**src/rtl/add_pipe_stage.sv**
```systemverilog
// Two-stage adder: an add register feeds a first-word-fall-through result FIFO,
// with valid/ready on both sides plus transaction and carry counters.
module add_pipe_stage #(
  parameter int DATA_WIDTH = 4,
  parameter int FIFO_DEPTH = 4,
  parameter int CNT_WIDTH  = 8
) (
  input  logic                          clock,
  input  logic                          reset,
  input  logic                          in_valid,
  output logic                          in_ready,
  input  logic [DATA_WIDTH-1:0]         a,
  input  logic [DATA_WIDTH-1:0]         b,
  output logic                          out_valid,
  input  logic                          out_ready,
  output logic [DATA_WIDTH:0]           sum,
  output logic [CNT_WIDTH-1:0]          txn_count,
  output logic [CNT_WIDTH-1:0]          carry_count,
  output logic [$clog2(FIFO_DEPTH):0]   fifo_level
);

  localparam int PTR_W = $clog2(FIFO_DEPTH);
  localparam int LVL_W = PTR_W + 1;
  localparam int SUM_W = DATA_WIDTH + 1;

  logic                 s1_valid_q, s1_valid_d;
  logic [SUM_W-1:0]     s1_sum_q, s1_sum_d;
  logic [SUM_W-1:0]     mem_q [FIFO_DEPTH];
  logic [PTR_W-1:0]     wr_ptr_q, wr_ptr_d;
  logic [PTR_W-1:0]     rd_ptr_q, rd_ptr_d;
  logic [LVL_W-1:0]     level_q, level_d;
  logic [LVL_W-1:0]     occ_s;
  logic [CNT_WIDTH-1:0] txn_q, txn_d;
  logic [CNT_WIDTH-1:0] carry_q, carry_d;
  logic                 accept_s, push_s, pop_s;

  // Occupancy counts the add register so a full FIFO never sees a write it cannot hold.
  assign occ_s      = level_q + LVL_W'(s1_valid_q);
  assign in_ready   = !reset && (occ_s < LVL_W'(FIFO_DEPTH));
  assign out_valid  = (level_q != {LVL_W{1'b0}});
  assign sum        = out_valid ? mem_q[rd_ptr_q] : {SUM_W{1'b0}};
  assign accept_s   = in_valid && in_ready;
  assign push_s     = s1_valid_q;
  assign pop_s      = out_valid && out_ready;

  assign txn_count   = txn_q;
  assign carry_count = carry_q;
  assign fifo_level  = level_q;

  always_comb begin
    s1_valid_d = s1_valid_q;
    s1_sum_d   = s1_sum_q;
    wr_ptr_d   = wr_ptr_q;
    rd_ptr_d   = rd_ptr_q;
    level_d    = level_q;
    txn_d      = txn_q;
    carry_d    = carry_q;

    if (accept_s) begin
      s1_valid_d = 1'b1;
      s1_sum_d   = SUM_W'(a) + SUM_W'(b);
      txn_d      = txn_q + CNT_WIDTH'(1);
    end else begin
      s1_valid_d = 1'b0;
      s1_sum_d   = s1_sum_q;
      txn_d      = txn_q;
    end

    if (push_s) begin
      wr_ptr_d = wr_ptr_q + PTR_W'(1);
    end else begin
      wr_ptr_d = wr_ptr_q;
    end

    if (pop_s) begin
      rd_ptr_d = rd_ptr_q + PTR_W'(1);
    end else begin
      rd_ptr_d = rd_ptr_q;
    end

    case ({push_s, pop_s})
      2'b10:   level_d = level_q + LVL_W'(1);
      2'b01:   level_d = level_q - LVL_W'(1);
      default: level_d = level_q;
    endcase

    if (push_s && s1_sum_q[SUM_W-1] && (carry_q != {CNT_WIDTH{1'b1}})) begin
      carry_d = carry_q + CNT_WIDTH'(1);
    end else begin
      carry_d = carry_q;
    end
  end

  always_ff @(posedge clock or posedge reset) begin
    if (reset) begin
      s1_valid_q <= 1'b0;
      s1_sum_q   <= {SUM_W{1'b0}};
      wr_ptr_q   <= {PTR_W{1'b0}};
      rd_ptr_q   <= {PTR_W{1'b0}};
      level_q    <= {LVL_W{1'b0}};
      txn_q      <= {CNT_WIDTH{1'b0}};
      carry_q    <= {CNT_WIDTH{1'b0}};
      for (int i = 0; i < FIFO_DEPTH; i++) begin
        mem_q[i] <= {SUM_W{1'b0}};
      end
    end else begin
      s1_valid_q <= s1_valid_d;
      s1_sum_q   <= s1_sum_d;
      wr_ptr_q   <= wr_ptr_d;
      rd_ptr_q   <= rd_ptr_d;
      level_q    <= level_d;
      txn_q      <= txn_d;
      carry_q    <= carry_d;
      if (push_s) begin
        mem_q[wr_ptr_q] <= s1_sum_q;
      end
    end
  end

endmodule

```
**config.mk**
```make
export PLATFORM = sky130hd
export DESIGN_NAME = add_pipe_stage
export DESIGN_NICKNAME = d
export VERILOG_FILES = /design/src/rtl/add_pipe_stage.sv
export SDC_FILE = /design/constraint.sdc
export NUM_CORES = 1
export LEC_CHECK = 0
export CORE_MARGIN = 4
export CORE_UTILIZATION = 53
export CTS_CLUSTER_SIZE = 28
export DETAILED_ROUTE_END_ITERATION = 10
export MAX_ROUTING_LAYER = met4
export PLACE_DENSITY = 0.87
export SLEW_MARGIN = 30
export SYNTH_ARGS = -nofsm -noshare
export SYNTH_HDL_FRONTEND = slang
export SYNTH_SLANG_ARGS = --single-unit
```
**constraint.sdc**
```tcl
create_clock -name clock -period 2.76 [get_ports clock]
set_input_delay 0.414 -clock clock [delete_from_list [all_inputs] [get_ports clock]]
set_output_delay 0.414 -clock clock [all_outputs]
set_load 0.005 [all_outputs]
```
==> results of run 1 <==
[routing by layer]
layer  track usage, %  routed length (um)  share of wire [%]
met4            6.408                  73                1.7
met5                -                   0                  0
met1            23.19                1919                 46
met2            25.79                2047                 49
met3            4.354                 155                3.7
[flip-flops by register name, indices dropped and copies added (netlist names)]
name and flops:
txn_count 8, push_s 1, mem_q 20, carry_count 8, s1_sum_q 5, fifo_level 3
rd_ptr_q 2, wr_ptr_q 2
[power breakdown]
group	total, W	leakage (nW)	internal [W]	switching (W)
registers	0.00131	0.614	0.00101	0.000297
clock network	0.000528	0.0574	0.000295	0.000234
logic	0.00109	0.639	0.000728	0.000361
total	0.00292	1.31	0.00203	0.000892
[worst paths after layout]
| kind | startpoint | endpoint | slack [ps] | cells after the start |
|---|---|---|---|---|
| hold reg to reg | txn_count[7]$_DFFE_PP0P_ | txn_count[7]$_DFFE_PP0P_ | 480 | 1 |
| setup / recovery | rd_ptr_q[0]$_DFFE_PP0P_ | sum[3] | 320 | 3 |
| setup reg to reg | fifo_level[0]$_DFFE_PP0P_ | fifo_level[1]$_DFFE_PP0P_ | 650 | 6 |
| min in group clock | txn_count[7]$_DFFE_PP0P_ | txn_count[7]$_DFFE_PP0P_ | 480 | 1 |
| hold / removal | reset | fifo_level[2]$_DFFE_PP0P_ | 320 | 2 |
| max in group asynchronous | reset | mem_q[6]$_DFFE_PP0P_ | 1680 | 3 |
[cells by family after synthesis]
logic type	Yosys count	synth area share, %
flops	49	50.62
simple gates	41	9.452
mux	32	17.15
xor+xnor	20	7.542
buf+inv	17	3.977
compound gates	13	3.926
fa+ha+maj	13	7.335
[layout by cell type (no fill, tap or decap), types with 2 or more instances in the layout]
master / count
dfrtp_1: 49
nand2_1: 12
ha_1: 11
xor2_1: 6
and3_1: 4
xnor2_1: 13
nand3_2: 3
nor2_1: 4
nand4_1: 6
mux4_2: 5
a21oi_1: 4
fa_1: 2
clkbuf_8: 6
mux2_2: 26
clkdlybuf4s50_1: 37
inv_1: 10
a21o_1: 2
and2_1: 9
[worst max-delay path, cell delays in order, from the launching register on]
cell	delay [ps]
dfrtp_1	580
mux4_2	550
and2_1	170
clkdlybuf4s50_1	430
[area by class of cell]
cell class                      count  area share [%]
Clock buffer                        6           2.818
Clock inverter                      2           1.281
Inverter                           11           1.409
Multi-Input combinational cell    119           37.53
Sequential cell                    49           41.84
Tap cell                           52           2.220
Timing Repair Buffer               38           12.89
[per-stage QoR]
stage / util (%) / cell area [um2] / hold slack (ps) / setup WS [ps] / std cells
after floorplan: - / 2422 / 468.5 / 415.7 / 185
final: 66.84 / 2930 / 315.7 / 322.7 / 277
after global routing: 66.84 / 2930 / 333.0 / 174.8 / 277
after CTS: 66.84 / 2930 / 329.4 / 278.1 / 277
after global placement: 64.10 / 2810 / 464.2 / 575.6 / 269
after detailed placement: 64.10 / 2810 / 466.9 / 539.8 / 269
==> flow_metrics.env, run 1 <==
export IMPL_status="finished clean"
export IMPL_ir_drop_uv=436.5
export IMPL_area_growth_pct=20.97
export IMPL_worstPathRequired_ps=2350
export IMPL_power_w=0.002924
export IMPL_rows=24
export IMPL_max_clock_path_buffers=2
export IMPL_num_vias=1497
export IMPL_arrival_ps=2020
export IMPL_final_period_utilization_pct=88.31
export IMPL_avgRoutedWirePerCell_um=15.15
export IMPL_multiInputGateArea_um2=1100
export IMPL_track_usage_pct=17.35
export IMPL_hold_viol=0
export IMPL_p_leak_nw=1.309
export IMPL_cts_tree="yes"
export IMPL_clk_latency_ps=300
export IMPL_max_freq_mhz=410.3
export IMPL_cts_hold_buf=0
export IMPL_synth_net_count=210
export IMPL_diodes=0
export IMPL_antenna_left=0
export IMPL_antenna_found_initial=0
export IMPL_setup_tns_ps=0
export IMPL_ctsResizeCount=0
export IMPL_postCtsSetupRepairBufs=0
export IMPL_cts_sinks=49
export IMPL_die_w_um=75.61
export IMPL_max_slew_worst_pin_slew_ps=599.4
export IMPL_synth_edf_count=0
export IMPL_first_pass_iters=4
export IMPL_syn_inst=185
export IMPL_coreArea_um2=4384
export IMPL_die_h_um=75.61
export IMPL_crit_fanout=7
export IMPL_pin_count=38
export IMPL_setup_viol=0
export IMPL_grt_pass1_vias=1508
export IMPL_drive_gt1_share_pct=20.44
export IMPL_syn_cell_area_um2=2422
export IMPL_ctsHtreeMaxLevel=2
export IMPL_period_minus_slack_ps=2437
export IMPL_worstSetupStartpointType="flop"
export IMPL_synth_top_area_cell="dfrtp_1"
export IMPL_finClkSkew_ps=7.398
export IMPL_clkTransAtPathRegs_ps=80
export IMPL_start_util_pct=55.25
export IMPL_fill_cells=351
export IMPL_wl_mm=4.196
export IMPL_synth_ff_type="dfrtp_1"
export IMPL_final_max_slew_viol_count=0
export IMPL_grt_pass1_wl_mm=7.044
export IMPL_hp_class="in -> async"
export IMPL_hpwl_mm=3.106
export IMPL_ys_seq_elements=49
export IMPL_rsz0062_at_grt="false"
export IMPL_cts_buffers=5
export IMPL_async_flop_share_pct=100.0
export IMPL_grt_start_max_net_pins=49
export IMPL_yosysUniqueCellTypes=32
export IMPL_avgSynthCellArea_um2=13.09
export IMPL_drc=0
export IMPL_maxCapViolations=0
export IMPL_power_density_nw_per_um2=997.8
export IMPL_seq_area_um2=1226
export IMPL_drtIter0Drc=120
export IMPL_yosys_top_cells_count="dfrtp_1, mux2_2, xnor2_1, nand2_1"
export IMPL_synth_area_leaders="dfrtp_1, mux2_2, ha_1, xnor2_1, mux4_2"
export IMPL_slew_headroom_pct=60.04
export IMPL_numPortBuffers=37
export IMPL_die_area_um2=5716
export IMPL_synth_top_area_share_pct=50.62
export IMPL_yosys_warnings=0
export IMPL_yosysMostFrequentCell="dfrtp_1"
export IMPL_place_gp_congestion=0.8453
export IMPL_nNetsFinal=249
export IMPL_end_kind="primary output"
export IMPL_yosysSeqAreaShare_pct=50.62
export IMPL_via_per_inst=5.404
export IMPL_root_buffer="clkbuf_8"
export IMPL_grt_overflow_total=0
export IMPL_critPathKind="reg -> out"
(Power assumes the default switching activity.)
==> inputs of run 2 (changes only) <==
ABC_AREA = 1   (was not set)
CORE_UTILIZATION = 54   (was 53)
PLACE_DENSITY = 0.88   (was 0.87)
==> flow_metrics.env, run 2 <==
export IMPL_cts_buffers=5
export IMPL_max_slew_worst_pin_slew_ps=635.4
export IMPL_clk_latency_ps=290
export IMPL_power_density_nw_per_um2=892.3
export IMPL_worstPathRequired_ps=2350
export IMPL_start_util_pct=57.52
export IMPL_track_usage_pct=18.19
export IMPL_place_gp_congestion=0.8090
export IMPL_area_growth_pct=19.20
export IMPL_first_pass_iters=4
export IMPL_ctsHtreeMaxLevel=2
export IMPL_seqPwrFrac_pct=45.0
export IMPL_finClkSkew_ps=5.825
export IMPL_coreArea_um2=4474
export IMPL_wl_mm=4.946
export IMPL_pin_count=38
export IMPL_critPathKind="reg -> out"
export IMPL_clkPwrFrac_pct=15.0
export IMPL_cts_tree="yes"
export IMPL_yosys_warnings=0
export IMPL_p_leak_nw=1.571
export IMPL_max_clock_path_buffers=2
export IMPL_yosysUniqueCellTypes=21
export IMPL_cp_depth=4
export IMPL_drtIter0Drc=148
export IMPL_ctsResizeCount=0
export IMPL_end_kind="primary output"
export IMPL_power_switching_w=0.001010
export IMPL_critPathSlowestCell="clkdlybuf4s50_1"
export IMPL_rsz0062_at_grt="false"
export IMPL_yosysMostFrequentCell="nand2_1"
export IMPL_ys_seq_elements=49
export IMPL_crit_buf_inv=2
export IMPL_final_max_slew_viol_count=0
export IMPL_synth_area_leaders="dfrtp_1, nand2_1, o21ai_0, inv_1, ha_1"
export IMPL_hpwl_mm=3.792
export IMPL_nNetsFinal=391
export IMPL_utilization_pct=68.57
export IMPL_drc=0
export IMPL_yosys_top_cells_count="nand2_1, dfrtp_1, inv_1, o21ai_0, nor2_1"
export IMPL_grt_pass1_wl_mm=8.797
export IMPL_setup_viol=0
export IMPL_async_flop_share_pct=100.0
export IMPL_die_h_um=77.04
export IMPL_numPortBuffers=37
export IMPL_worstSetupStartpointType="flop"
export IMPL_drive_gt1_share_pct=3.825
export IMPL_internal_power_w=0.001728
export IMPL_setup_tns_ps=0
export IMPL_slew_headroom_pct=57.64
export IMPL_crit_chain="nand4_1, inv_1, nor2_1, clkdlybuf4s50_1"
export IMPL_status="finished clean"
export IMPL_root_buffer="clkbuf_8"
export IMPL_arrival_ps=1990
export IMPL_postCtsSetupRepairBufs=0
export IMPL_cpPeakStageDelay_ps=560
export IMPL_crit_family="buffers and inverters"
export IMPL_final_period_utilization_pct=87.25
export IMPL_grt_overflow_total=0
export IMPL_rows=24
export IMPL_num_vias=2112
export IMPL_largest_register_ffs=20
export IMPL_die_w_um=77.04
export IMPL_synth_net_count=351
export IMPL_via_per_inst=5.053
export IMPL_hold_viol=0
export IMPL_top_register="mem_q"
export IMPL_fill_cells=373
export IMPL_grt_start_max_net_pins=52
export IMPL_hold_depth=2
export IMPL_cts_sinks=49
export IMPL_avgRoutedWirePerCell_um=11.83
export IMPL_crit_fanout=11
export IMPL_layout_common_cells="nand2_1, dfrtp_1, inv_1"
export IMPL_avgSynthCellArea_um2=7.895
export IMPL_synth_edf_count=0
export IMPL_cts_hold_buf=0
export IMPL_antenna_found_initial=0
export IMPL_clkTransAtPathRegs_ps=80
export IMPL_final_common_cell="nand2_1"
export IMPL_r2r_cells=10
export IMPL_grt_pass1_vias=2002
export IMPL_maxCapViolations=0
export IMPL_period_minus_slack_ps=2408
export IMPL_yosysSeqAreaShare_pct=47.64
export IMPL_syn_inst=326
export IMPL_synth_ff_type="dfrtp_1"
export IMPL_switching_share_pct=36.88
export IMPL_diodes=0
export IMPL_synth_top_area_cell="dfrtp_1"
export IMPL_hp_class="reg -> reg"
export IMPL_die_area_um2=5934
export IMPL_comb_power_share_pct=39.9
export IMPL_max_freq_mhz=415.3
export IMPL_antenna_left=0
export IMPL_synth_top_area_share_pct=47.64
export IMPL_syn_cell_area_um2=2574
export IMPL_ir_drop_uv=447.8
-- run 2: through the flow --
| stage | std cells | setup slack [ps] | power [W] | hold slack, ps | area (um2) |
|---|---|---|---|---|---|
| global route | 418 | 212.8 | 0.002975 | 514.0 | 3068 |
| floorplan | 326 | 500.7 | 0.001858 | 447.8 | 2574 |
| CTS | 418 | 340.8 | 0.002762 | 490.2 | 3068 |
| global placement | 411 | 607.5 | 0.002288 | 461.1 | 2982 |
| finish | 418 | 352.0 | 0.002737 | 491.2 | 3068 |
| detailed placement | 411 | 549.8 | 0.002347 | 470.7 | 2982 |
-- run 2: final timing paths --
| check | start | to | slack (ps) |
|---|---|---|---|
| min in group asynchronous | reset | wr_ptr_q[0]$_DFFE_PP0P_ | 640 |
| max in group asynchronous | reset | mem_q[18]$_DFFE_PP0P_ | 1680 |
| setup / recovery | push_s$_DFF_PP0_ | in_ready | 350 |
| hold / removal | mem_q[12]$_DFFE_PP0P_ | mem_q[12]$_DFFE_PP0P_ | 490 |
| hold reg to reg | mem_q[12]$_DFFE_PP0P_ | mem_q[12]$_DFFE_PP0P_ | 490 |
| setup reg to reg | fifo_level[0]$_DFFE_PP0P_ | fifo_level[2]$_DFFE_PP0P_ | 800 |
-- run 2: area by class of cell --
class	instances	area, um2	share of cell area (%)
Clock buffer	7	86.33	2.814
Inverter	42	157.7	5.139
Multi-Input combinational cell	230	1155	37.64
Sequential cell	49	1226	39.97
Tap cell	52	65.06	2.121
Timing Repair Buffer	38	377.9	12.32
-- run 2: cell families (layout without fill, tap and decap cells) --
logic type	count (synthesis)	after routing	synth area share (%)
xor gates and xnor gates	10	10	3.403
adders and majority gates	13	13	6.903
and+or+nand+nor	163	163	26.01
buffers and inverters	47	87	7.486
AOI/OAI and AO/OA	44	44	8.556
DFF	49	49	47.64
-- run 2: tightest hold or removal path: stages (launching register included) --
cell and delay, ps:
dfrtp_1 350, nand2_1 50, o21ai_0 60
-- run 2: power groups by stage --
stage	clock [W]	sequential [W]	combinational (W)
2_1_floorplan	0	0.00115	0.000707
4_1_cts	0.000422	0.00123	0.00111
5_1_grt	0.000449	0.00127	0.00125
6_report	0.000412	0.00123	0.00109
3_5_place_dp	0	0.00124	0.00110
3_3_place_gp	0	0.00123	0.00106
-- run 2: routing by layer --
layer	track usage (%)	vias up	wire length (um)
li1	-	1097	-
met1	22.43	977	2329
met2	31.79	31	2430
met3	2.225	7	127
met4	4.804	0	57
met5	-	-	0
==> inputs of run 3 (changes only) <==
CELL_PAD_IN_SITES_DETAIL_PLACEMENT = 0   (was not set)
CELL_PAD_IN_SITES_GLOBAL_PLACEMENT = 1   (was not set)
CORE_UTILIZATION = 35   (was 54)
CTS_CLUSTER_DIAMETER = 200   (was not set)
PLACE_DENSITY = 0.79   (was 0.88)
==> flow_metrics.env, run 3 (synthesized netlist as in run 2, its figures left out) <==
export IMPL_finClkSkew_ps=8.395
export IMPL_start_util_pct=36.86
export IMPL_hold_viol=0
export IMPL_ir_drop_uv=312.3
export IMPL_clkTransAtPathRegs_ps=80
export IMPL_numPortBuffers=37
export IMPL_crit_fanout=11
export IMPL_hpwl_mm=3.817
export IMPL_first_pass_iters=4
export IMPL_crit_chain="nand4_1, inv_1, nor2_1, clkdlybuf4s50_1"
export IMPL_place_gp_congestion=0.7860
export IMPL_avgRoutedWirePerCell_um=11.30
export IMPL_final_max_slew_viol_count=0
export IMPL_power_density_nw_per_um2=879.0
export IMPL_max_freq_mhz=413.9
export IMPL_final_period_utilization_pct=87.53
export IMPL_status="finished clean"
export IMPL_period_minus_slack_ps=2416
export IMPL_worstPathRequired_ps=2350
export IMPL_slew_headroom_pct=56.68
export IMPL_layout_common_cells="nand2_1, dfrtp_1, inv_1"
export IMPL_crit_buf_inv=2
export IMPL_diodes=0
export IMPL_hp_class="reg -> reg"
export IMPL_ctsHtreeMaxLevel=2
export IMPL_rsz0062_at_grt="false"
export IMPL_die_w_um=93.75
export IMPL_coreArea_um2=6982
export IMPL_cts_hold_buf=0
export IMPL_fin_area_um2=3123
export IMPL_grt_pass1_wl_mm=9.094
export IMPL_largest_register_ffs=20
export IMPL_cpPeakStageDelay_ps=560
export IMPL_seq_area_um2=1226
export IMPL_drtIter0Drc=76
export IMPL_grt_overflow_total=0
export IMPL_antenna_found_initial=0
export IMPL_antenna_left=0
export IMPL_die_h_um=93.75
export IMPL_cts_tree="yes"
export IMPL_setup_viol=0
export IMPL_dpl_cell_area_um2=3037
export IMPL_area_growth_pct=21.34
export IMPL_max_slew_worst_pin_slew_ps=649.8
export IMPL_root_buffer="clkbuf_8"
export IMPL_critPathSlowestCell="clkdlybuf4s50_1"
export IMPL_num_vias=2091
export IMPL_postCtsSetupRepairBufs=0
export IMPL_power_w=0.002745
export IMPL_p_leak_nw=1.571
export IMPL_worstSetupStartpointType="flop"
export IMPL_critPathKind="reg -> out"
export IMPL_crit_family="buffers and inverters"
export IMPL_top_register="mem_q"
export IMPL_via_per_inst=4.526
export IMPL_fill_cells=734
export IMPL_rows=30
export IMPL_pin_count=38
export IMPL_ctsResizeCount=0
export IMPL_drc=0
export IMPL_grt_pass1_vias=1986
export IMPL_track_usage_pct=13.26
export IMPL_die_area_um2=8789
export IMPL_multiInputGateArea_um2=1155
export IMPL_clk_latency_ps=300
export IMPL_maxCapViolations=0
export IMPL_final_common_cell="nand2_1"
export IMPL_utilization_pct=44.73
export IMPL_cts_buffers=5
export IMPL_arrival_ps=2000
export IMPL_grt_start_max_net_pins=52
export IMPL_wl_mm=5.222
export IMPL_setup_tns_ps=0
export IMPL_max_clock_path_buffers=2
export IMPL_cts_sinks=49
export IMPL_nNetsFinal=391
export IMPL_end_kind="primary output"
export IMPL_drive_gt1_share_pct=3.825
run 3: cell counts in the layout (fill, tap and decap cells not counted):
Identical to the previous run, type by type.
run 3: final cells by class:
class                           instances  share of cell area, %
Tap cell                               96                  3.846
Timing Repair Buffer                   38                  12.10
Sequential cell                        49                  39.26
Multi-Input combinational cell        230                  36.98
Inverter                               42                  5.048
Clock buffer                            7                  2.764
run 3: worst paths after layout:
path                       cells after the start                      start                   endpoint  slack (ps)
max                                            4           push_s$_DFF_PP0_                   in_ready         340
min                                            2      mem_q[13]$_DFFE_PP0P_      mem_q[13]$_DFFE_PP0P_         490
max reg2reg                                   10  fifo_level[1]$_DFFE_PP0P_  fifo_level[2]$_DFFE_PP0P_         820
min reg2reg                                    2      mem_q[13]$_DFFE_PP0P_      mem_q[13]$_DFFE_PP0P_         490
max in group asynchronous                      3                      reset       mem_q[8]$_DFFE_PP0P_        1660
min in group asynchronous                      3                      reset  fifo_level[0]$_DFFE_PP0P_         660
run 3: through the flow:
step,instances,hold slack [ps],worst slack (ps)
finish,462,486.8,344.2
CTS,462,488.2,318.2
floorplan,326,447.8,500.7
global route,462,504.8,221.3
global placement,455,463.0,547.6
detailed placement,455,468.0,500.8
run 3: worst register-to-register path, cell delays in order, from the launching register on:
cell and delay, ps:
dfrtp_1 440, inv_1 100, nand3_1 130, nand2_1 80, inv_1 80, ha_1 130
inv_1 60, fa_1 380, a21oi_1 160, o21ai_0 110, xor2_1 150
run 3: per-layer routing:
metal  global-route usage (%)  vias up  routed length (um)
li1                         -     1092                   -
met1                    17.30      957                2538
met2                    20.93       38                2464
met3                    2.404        4                 158
met4                    4.332        0                  60
met5                        -        -                   0
run 3: report_power, final:
part	switching (W)	internal, W	leakage (nW)
clock network	0.000217	0.000199	0.0443
registers	0.000251	0.000976	0.637
logic	0.000550	0.000551	0.889
total	0.00102	0.00173	1.57
